File: config.mk
export PLATFORM = sky130hd
export DESIGN_NAME = mul_div
export DESIGN_NICKNAME = d
export VERILOG_FILES = /design/src/rtl/mul_div.sv
export SDC_FILE = /design/constraint.sdc
export NUM_CORES = 1
export LEC_CHECK = 0
export BUFFER_PORTS_ARGS = -buffer_cell sky130_fd_sc_hd__buf_2
export CORE_UTILIZATION = 30
export CTS_BUF_LIST = sky130_fd_sc_hd__clkbuf_2 sky130_fd_sc_hd__clkbuf_4 sky130_fd_sc_hd__clkbuf_8
export CTS_CLUSTER_DIAMETER = 30
export DETAILED_ROUTE_END_ITERATION = 12
export GPL_ROUTABILITY_DRIVEN = 0
export GPL_TIMING_DRIVEN = 0
export SYNTH_ARGS = -nofsm -noshare
export SYNTH_HDL_FRONTEND = slang
export SYNTH_SLANG_ARGS = --single-unit
export TNS_END_PERCENT = 1
File: constraint.sdc
create_clock -name clk -period 3.35 [get_ports clk]
set_input_delay 0.5025 -clock clk [delete_from_list [all_inputs] [get_ports clk]]
set_output_delay 0.5025 -clock clk [all_outputs]
set_load 0.005 [all_outputs]
File: src/rtl/mul_div.sv
// Iterative multiply/divide unit: one bit per cycle over WIDTH cycles, signed ops via
// magnitude arithmetic with a final sign-fix cycle.
module mul_div #(
    parameter int unsigned WIDTH = 32
) (
    input  logic             clk,
    input  logic             rst,
    input  logic [WIDTH-1:0] op1,
    input  logic [WIDTH-1:0] op2,
    input  logic [1:0]       op,
    input  logic             start,
    output logic             busy,
    output logic             done,
    output logic [WIDTH-1:0] hi,
    output logic [WIDTH-1:0] lo,
    output logic             div0
);

    localparam int unsigned CW = $clog2(WIDTH) + 1;

    localparam logic [1:0] S_IDLE = 2'd0;
    localparam logic [1:0] S_CALC = 2'd1;
    localparam logic [1:0] S_FIX  = 2'd2;

    localparam logic [CW-1:0] LAST_ITER = CW'(WIDTH - 1);

    logic [1:0]         state;
    logic [1:0]         state_nxt;
    logic [CW-1:0]      iter;
    logic [1:0]         op_r;
    logic [WIDTH-1:0]   dividend_r;
    logic [WIDTH-1:0]   divisor_mag;
    logic [WIDTH-1:0]   acc;
    logic [WIDTH-1:0]   shreg;
    logic               a_neg;
    logic               b_neg;

    logic               in_a_neg;
    logic               in_b_neg;
    logic [WIDTH-1:0]   in_a_mag;
    logic [WIDTH-1:0]   in_b_mag;
    logic [WIDTH:0]     mul_sum;
    logic [WIDTH:0]     div_shift;
    logic               div_ge;
    logic [WIDTH-1:0]   div_diff;
    logic [2*WIDTH-1:0] prod_fix;

    // Operand magnitudes; unsigned ops never count as negative.
    always_comb begin
        in_a_neg = op[0] & op1[WIDTH-1];
        in_b_neg = op[0] & op2[WIDTH-1];
        in_a_mag = in_a_neg ? -op1 : op1;
        in_b_mag = in_b_neg ? -op2 : op2;
    end

    // One iteration of shift-add multiply and restoring divide.
    // The multiplier (or dividend) shifts through shreg; acc holds the upper product half
    // (or the partial remainder).
    always_comb begin
        mul_sum   = {1'b0, acc} + (shreg[0] ? {1'b0, divisor_mag} : {(WIDTH + 1){1'b0}});
        div_shift = {acc, shreg[WIDTH-1]};
        div_ge    = (div_shift >= {1'b0, divisor_mag});
        div_diff  = div_shift[WIDTH-1:0] - divisor_mag;
        prod_fix  = (a_neg ^ b_neg) ? -{acc, shreg} : {acc, shreg};
    end

    // Next-state logic.
    always_comb begin
        state_nxt = state;
        case (state)
            S_IDLE: if (start) state_nxt = S_CALC;
            S_CALC: if (iter == LAST_ITER) state_nxt = S_FIX;
            S_FIX:  state_nxt = S_IDLE;
            default: state_nxt = S_IDLE;
        endcase
    end

    // State register, datapath and result registers.
    always_ff @(posedge clk) begin
        if (rst) begin
            state       <= S_IDLE;
            iter        <= '0;
            op_r        <= '0;
            dividend_r  <= '0;
            divisor_mag <= '0;
            acc         <= '0;
            shreg       <= '0;
            a_neg       <= 1'b0;
            b_neg       <= 1'b0;
            busy        <= 1'b0;
            done        <= 1'b0;
            hi          <= '0;
            lo          <= '0;
            div0        <= 1'b0;
        end else begin
            state <= state_nxt;
            busy  <= (state_nxt != S_IDLE);
            done  <= (state == S_FIX);
            case (state)
                S_IDLE: begin
                    if (start) begin
                        op_r        <= op;
                        dividend_r  <= op1;
                        divisor_mag <= in_b_mag;
                        a_neg       <= in_a_neg;
                        b_neg       <= in_b_neg;
                        acc         <= '0;
                        shreg       <= in_a_mag;
                        iter        <= '0;
                    end
                end
                S_CALC: begin
                    iter <= iter + CW'(1);
                    if (op_r[1]) begin
                        acc   <= div_ge ? div_diff : div_shift[WIDTH-1:0];
                        shreg <= {shreg[WIDTH-2:0], div_ge};
                    end else begin
                        acc   <= mul_sum[WIDTH:1];
                        shreg <= {mul_sum[0], shreg[WIDTH-1:1]};
                    end
                end
                S_FIX: begin
                    if (op_r[1]) begin
                        if (divisor_mag == '0) begin
                            div0 <= 1'b1;
                            lo   <= '1;
                            hi   <= dividend_r;
                        end else begin
                            // Quotient sign from both operands, remainder follows the dividend.
                            div0 <= 1'b0;
                            lo   <= (a_neg ^ b_neg) ? -shreg : shreg;
                            hi   <= a_neg ? -acc : acc;
                        end
                    end else begin
                        div0 <= 1'b0;
                        hi   <= prod_fix[2*WIDTH-1:WIDTH];
                        lo   <= prod_fix[WIDTH-1:0];
                    end
                end
                default: ;
            endcase
        end
    end

endmodule

==> Yosys cells after proc, flatten, opt, wreduce, memory -nomap -nowiden <==
Cells that the tools add are included.
{ "word_totals": {"reg_bits": 207, "inputBits": 69, "out_inout_bits": 67, "word_cells": 60} }
{ "op_classes": {"addsub": 8, "order_cmp": 1, "eq_ne": 4, "muxes": 24, "n_bitwise": 3, "reduce_logical": 6} }
{ "op_table": {"columns": ["cell", "count"], "rows": [
  ["32-bit 2-to-1 mux", 14],
  ["32-bit negator", 4],
  ["32-bit case mux with 2 select lines", 2],
  ["64-bit 2-to-1 mux", 1],
  ["64-bit negator", 1],
  ["32-bit by 32-bit adder with 33-bit output", 1],
  ["33-bit by 32-bit >= comparator with 1-bit output", 1],
  ["32-bit zero test", 1],
  ["32-bit subtractor", 1],
  ["6-bit case mux with 2 select lines", 1],
  ["6-bit by 1-bit adder with 6-bit output, second input constant", 1],
  ["6-bit by 5-bit == test with 1-bit output, second input constant", 1],
  ["6-bit 2-to-1 mux", 1],
  ["2-bit 2-to-1 mux", 2],
  ["2-bit case mux with 2 select lines", 1],
  ["2-bit AND reduction", 2],
  ["2-bit nonzero test", 2],
  ["1-bit bitwise AND", 2],
  ["2-bit by 1-bit == test with 1-bit output, second input constant", 1],
  ["2-bit == test, second input constant", 1],
  ["2-bit zero test", 1],
  ["1-bit 2-to-1 mux", 2],
  ["2-bit inequality test, second input constant", 1],
  ["1-bit bitwise XOR", 1]
]} }

==> Longest topological paths before layout <==
{ "logic_depth": {"word_depth": 4, "depth_mapped": 14, "mapped_depth_nobuf": 13} }

==> Worst setup path before layout <==
No wires, ideal clock.
{ "synth_path": {"path_type": "register -> register", "startpoint": "reg shreg[0]", "endpoint": "reg acc[28]", "setup_ps": 117, "t_arrival_ps": 3088, "required_ps": 3233, "setup_slack_ps": 145, "path_stages_with_launch": 14, "path_buffers": 1, "synth_period_minus_slack_ps": 3205, "cell_sequence": "dfxtp_1 > inv_1 > buf_1 > nor2_1 > ha_1 > a21oi_1 > o211ai_1 > a221oi_1 > a21oi_1 > o21ai_0 > o21ba_2 > nor3_1 > or4_1 > a32o_1"} }
{ "synth_between": {"elab_chain_len": 4} }
{ "synth_lines": {"columns": ["item", "line_no", "text"], "rows": [
  ["from (decl)", "34", "logic [WIDTH-1:0] shreg;"],
  ["from (signal assigned)", "108", "shreg <= in_a_mag;"],
  ["from (signal assigned)", "116", "shreg <= {shreg[WIDTH-2:0], div_ge};"],
  ["from (signal assigned)", "119", "shreg <= {mul_sum[0], shreg[WIDTH-1:1]};"],
  ["32-bit 2-to-1 mux", "60", "mul_sum = {1'b0, acc} + (shreg[0] ? {1'b0, divisor_mag} : {(WIDTH + 1){1'b0}});"],
  ["32-bit by 32-bit adder with 33-bit output", "60", null],
  ["32-bit 2-to-1 mux", "114", "if (op_r[1]) begin"],
  ["32-bit case mux with 2 select lines", "99", "case (state)"],
  ["to (signal assigned)", "115", "acc <= div_ge ? div_diff : div_shift[WIDTH-1:0];"],
  ["to (signal assigned)", "118", "acc <= mul_sum[WIDTH:1];"],
  ["to (decl)", "33", "logic [WIDTH-1:0] acc;"]
]} }
No other way between the ends.
A chain may end at the register's enable or synchronous reset.

==> Worst setup path in the final report <==
{ "layout_path": {"startpoint": "reg divisor_mag[7]", "endpoint": "reg hi[25]"} }
{ "layout_between": {"elab_chain_len": 3} }
{ "layout_lines": {"columns": ["item", "line_no", "text"], "rows": [
  ["from (decl)", "32", "logic [WIDTH-1:0] divisor_mag;"],
  ["from (signal assigned)", "104", "divisor_mag <= in_b_mag;"],
  ["32-bit zero test", "124", "if (divisor_mag == '0) begin"],
  ["32-bit 2-to-1 mux", "124", null],
  ["32-bit 2-to-1 mux", "123", "if (op_r[1]) begin"],
  ["to (signal assigned)", "127", "hi <= dividend_r;"],
  ["to (signal assigned)", "132", "hi <= a_neg ? -acc : acc;"],
  ["to (signal assigned)", "136", "hi <= prod_fix[2*WIDTH-1:WIDTH];"],
  ["to (decl)", "14", "output logic [WIDTH-1:0] hi,"]
]} }
No other way between the ends.

==> impl_metrics.json <==
{
  "initial_core_util": 0.303,
  "p_seq_frac": 0.330,
  "worstPathArrival_ns": 3.85,
  "grt_max_degree": 14,
  "post_drt_wl_per_cell_um": 21.9,
  "finalInstanceArea_um2": 18800,
  "cp_max_fo": 10,
  "core_um2": 51300,
  "clock_path_buffers": 3,
  "hp-start": "op1[4]",
  "dp_hpwl_um": 51100,
  "grt_pass1_vias": 16700,
  "ctsHoldBuffers": 0,
  "synthCells": 2121,
  "antenna_found_initial": 3,
  "ys_seq_elements": 206,
  "reg2reg_from": "divisor_mag[7]$_SDFFE_PP0P_",
  "peakVddDrop_v": 0.000267,
  "status": "complete, but fails checks",
  "hold_class": "in -> reg",
  "synthSimpleGateAreaFrac": 0.205,
  "grt_use_total": 0.241,
  "crit_required_ns": 3.80,
  "drv_cap": 0,
  "fp-row-count": 83,
  "synth.area.mux_share": 0.0290,
  "synth_top_area_share": 0.265,
  "netlist_area_um2": 15600,
  "fmax_ghz": 0.294,
  "area_growth_pct": 21.1,
  "switching_share": 0.337,
  "die_area_um2": 52800,
  "ys_warn_count": 0,
  "drcViolationCount": 0,
  "num_io_pins": 136,
  "die_height_um": 230,
  "violations": "setup timing",
  "layout-drive-gt1-share": 0.157,
  "end_kind": "flop",
  "fillCellCount": 5467,
  "synth_compound_area_frac": 0.280,
  "first_pass_iters": 8,
  "grt_setup_unrepaired": "true",
  "crit_path_start": "divisor_mag[7]$_SDFFE_PP0P_",
  "yosysTopAreaCell": "dfxtp_1",
  "seq_area_frac_synth": 0.265,
  "power.internal_mw": 5.47,
  "synth-edff-count": 0,
  "clk_pin_slew_ns": 0.06,
  "synthXorXnorAreaFrac": 0.106,
  "comb_power_share": 0.246,
  "synthFlopType": "dfxtp_1",
  "clock_skew_ns": 0.0290,
  "crit_slowest_cell": "o21ai_0",
  "synth_top_family_by_area": "compound AO/OA/AOI/OAI gates",
  "period_minus_slack_ns": 3.40,
  "cts_sinks": 206,
  "synth_adder_area_share": 0.0580,
  "clock_latency_ns": 0.61,
  "placed_cell_area_um2": 17100,
  "port_buffers": 134,
  "fin_ws_ns": -0.0528,
  "viasPerCell": 5.85,
  "synth_fp_nets": 2261,
  "power_mw": 8.25,
  "tightestPinTransition_ns": 1.13,
  "cts_made_buffers": 48,
  "crit_type": "reg -> reg",
  "routed-via-count": 17800,
  "cts_tree": "yes",
  "ys_types": 74,
  "fp.dieW_um": 230,
  "drt-initial-drc-count": 2153,
  "startpoint_type": "flop",
  "finalHoldViolations": 0,
  "nets": 2453,
  "setup_viol": 2,
  "htreeDepth": 2,
  "syn_area_per_cell_um2": 7.34,
  "cp_common_cell": "clkbuf_1",
  "switchingPower_mw": 2.78,
  "drt_wl_total_um": 66400,
  "worst_hold_slack_ns": 0.173,
  "grt_pass1_wl_um": 98900,
  "ctsRootBufferMaster": "clkbuf_8",
  "slowest_delay_ns": 0.63,
  "leakage_nw": 7.53,
  "pwr_density_cell_nw_per_um2": 438,
  "slew-limit-headroom": 0.246,
  "gr-total-overflow": 0,
  "netlist_top_cells_area": "dfxtp_1 26%, a21oi_1 7.0%, nor2_1 5.8%",
  "drtAntennaViolNets": 0,
  "maxSlewViolCount": 0,
  "post-route-period-util": 1.02,
  "ys_async_sr_fraction": 0,
  "cp_cell_sequence": "nor4_1, nand4_1, or2_2, clkbuf_1, clkbuf_1, o21ai_0, a21oi_1, a211oi_2, nor3_1",
  "p_clk_frac": 0.424
}
==> repair_timing <==
item | 4_1_cts | 5_1_grt
hold endpoints to repair | 0 | 0
setup buffers | 9 | 4
cloned | 1 | 0
pin swaps | 10 | 13
setup endpoints to repair | 64 | 50
resized for setup | 61 | 74
==> sequential cells by signal, indices dropped and copies added, names as in the netlist <==
register	cells
op_r	1
busy	1
hi	32
div0	1
divisor_mag	32
iter	6
dividend_r	32
b_neg	1
lo	32
acc	32
done	1
shreg	32
state	2
a_neg	1
==> cell usage in the layout, fill, tap and decap left out, types with 11 or more instances in the layout <==
cell type,count
o41ai_1,11
o31ai_1,19
nor3_1,48
clkbuf_4,11
dfxtp_2,12
nand2_1,224
clkbuf_1,124
a31oi_1,18
a21o_1,24
a311oi_1,24
nand3_1,27
nand4_1,21
mux2_2,17
nor2_1,240
dfxtp_1,193
buf_1,12
o22ai_1,42
inv_1,64
a211oi_1,58
mux2i_1,26
ha_1,51
xnor2_1,93
xor2_1,95
buf_4,18
a21oi_1,211
nand2b_1,19
a22oi_1,11
or3_1,22
o211ai_1,34
clkbuf_8,57
nor4_1,21
buf_2,139
o21ai_0,120
==> through the flow <==
step / utilization / worst slack (ns) / cells / TNS, ns
6_report: 0.367 / -0.0528 / 3035 / -0.0627
4_1_cts: 0.361 / -0.0187 / 3027 / -0.0252
5_1_grt: 0.367 / -0.0930 / 3033 / -0.509
3_5_place_dp: 0.333 / -0.927 / 2935 / -28.36
3_3_place_gp: 0.333 / -0.957 / 2935 / -27.50
2_1_floorplan: - / 0.145 / 2121 / 0
==> final timing paths <==
kind | end | slack, ns | depth (start not counted)
hold / removal | dividend_r[4]$_SDFFE_PP0P_ | 0.17 | 3
setup / recovery | hi[25]$_SDFFE_PP0P_ | -0.05 | 9
setup reg to reg | hi[25]$_SDFFE_PP0P_ | -0.05 | 9
hold reg to reg | hi[23]$_SDFFE_PP0P_ | 0.45 | 2
==> per-layer routing <==
metal  wire length (um)  track usage  up-vias
li1                   -            -     8055
met1              28400        0.324     8475
met2              28700        0.369     1014
met3               6270       0.0450      218
met4               3030        0.117        2
met5                 13            0        -
==> cell usage after synthesis (all sizes together), types with 52 or more instances <==
cell	number
dfxtp	206
nand2	227
a211oi	66
a21oi	219
inv	71
clkbuf	134
ha	69
nor2	242
xnor2	93
xor2	95
nor3	52
o21ai	126
==> power by group through the flow <==
stage | Sequential [mW] | Combinational (mW) | Clock (mW)
2_1_floorplan | 2.69 | 1.26 | 0
3_3_place_gp | 2.75 | 1.80 | 0
3_5_place_dp | 2.76 | 1.82 | 0
4_1_cts | 2.71 | 1.91 | 3.52
5_1_grt | 2.73 | 2.17 | 3.66
6_report | 2.72 | 2.03 | 3.50
==> kinds of logic after synthesis <==
family,after synthesis
simple gates,700
mux,43
compound gates,682
buf+inv,231
flops,206
xor+xnor,188
fa+ha+maj,71
==> area by class of cell <==
class	instances	area [um^2]	area share
diodes	4	10.0	0.000531
inverters	71	270	0.0143
multi-input cells	1684	11000	0.582
plain buffers	153	646	0.0343
repair buffers	149	797	0.0423
flip-flops and latches	206	4140	0.220
clock buffers	64	831	0.0441
well taps	680	851	0.0451
clock inverters	24	327	0.0173
==> critical path, delay by kind of cell, from the launching register on <==
kind	cells	cell delay (ns)
flops	1	0.35
compound gates	3	1.28
buf+inv	2	0.50
simple gates	4	1.13
Note: power is estimated with default switching activity, not from simulation.
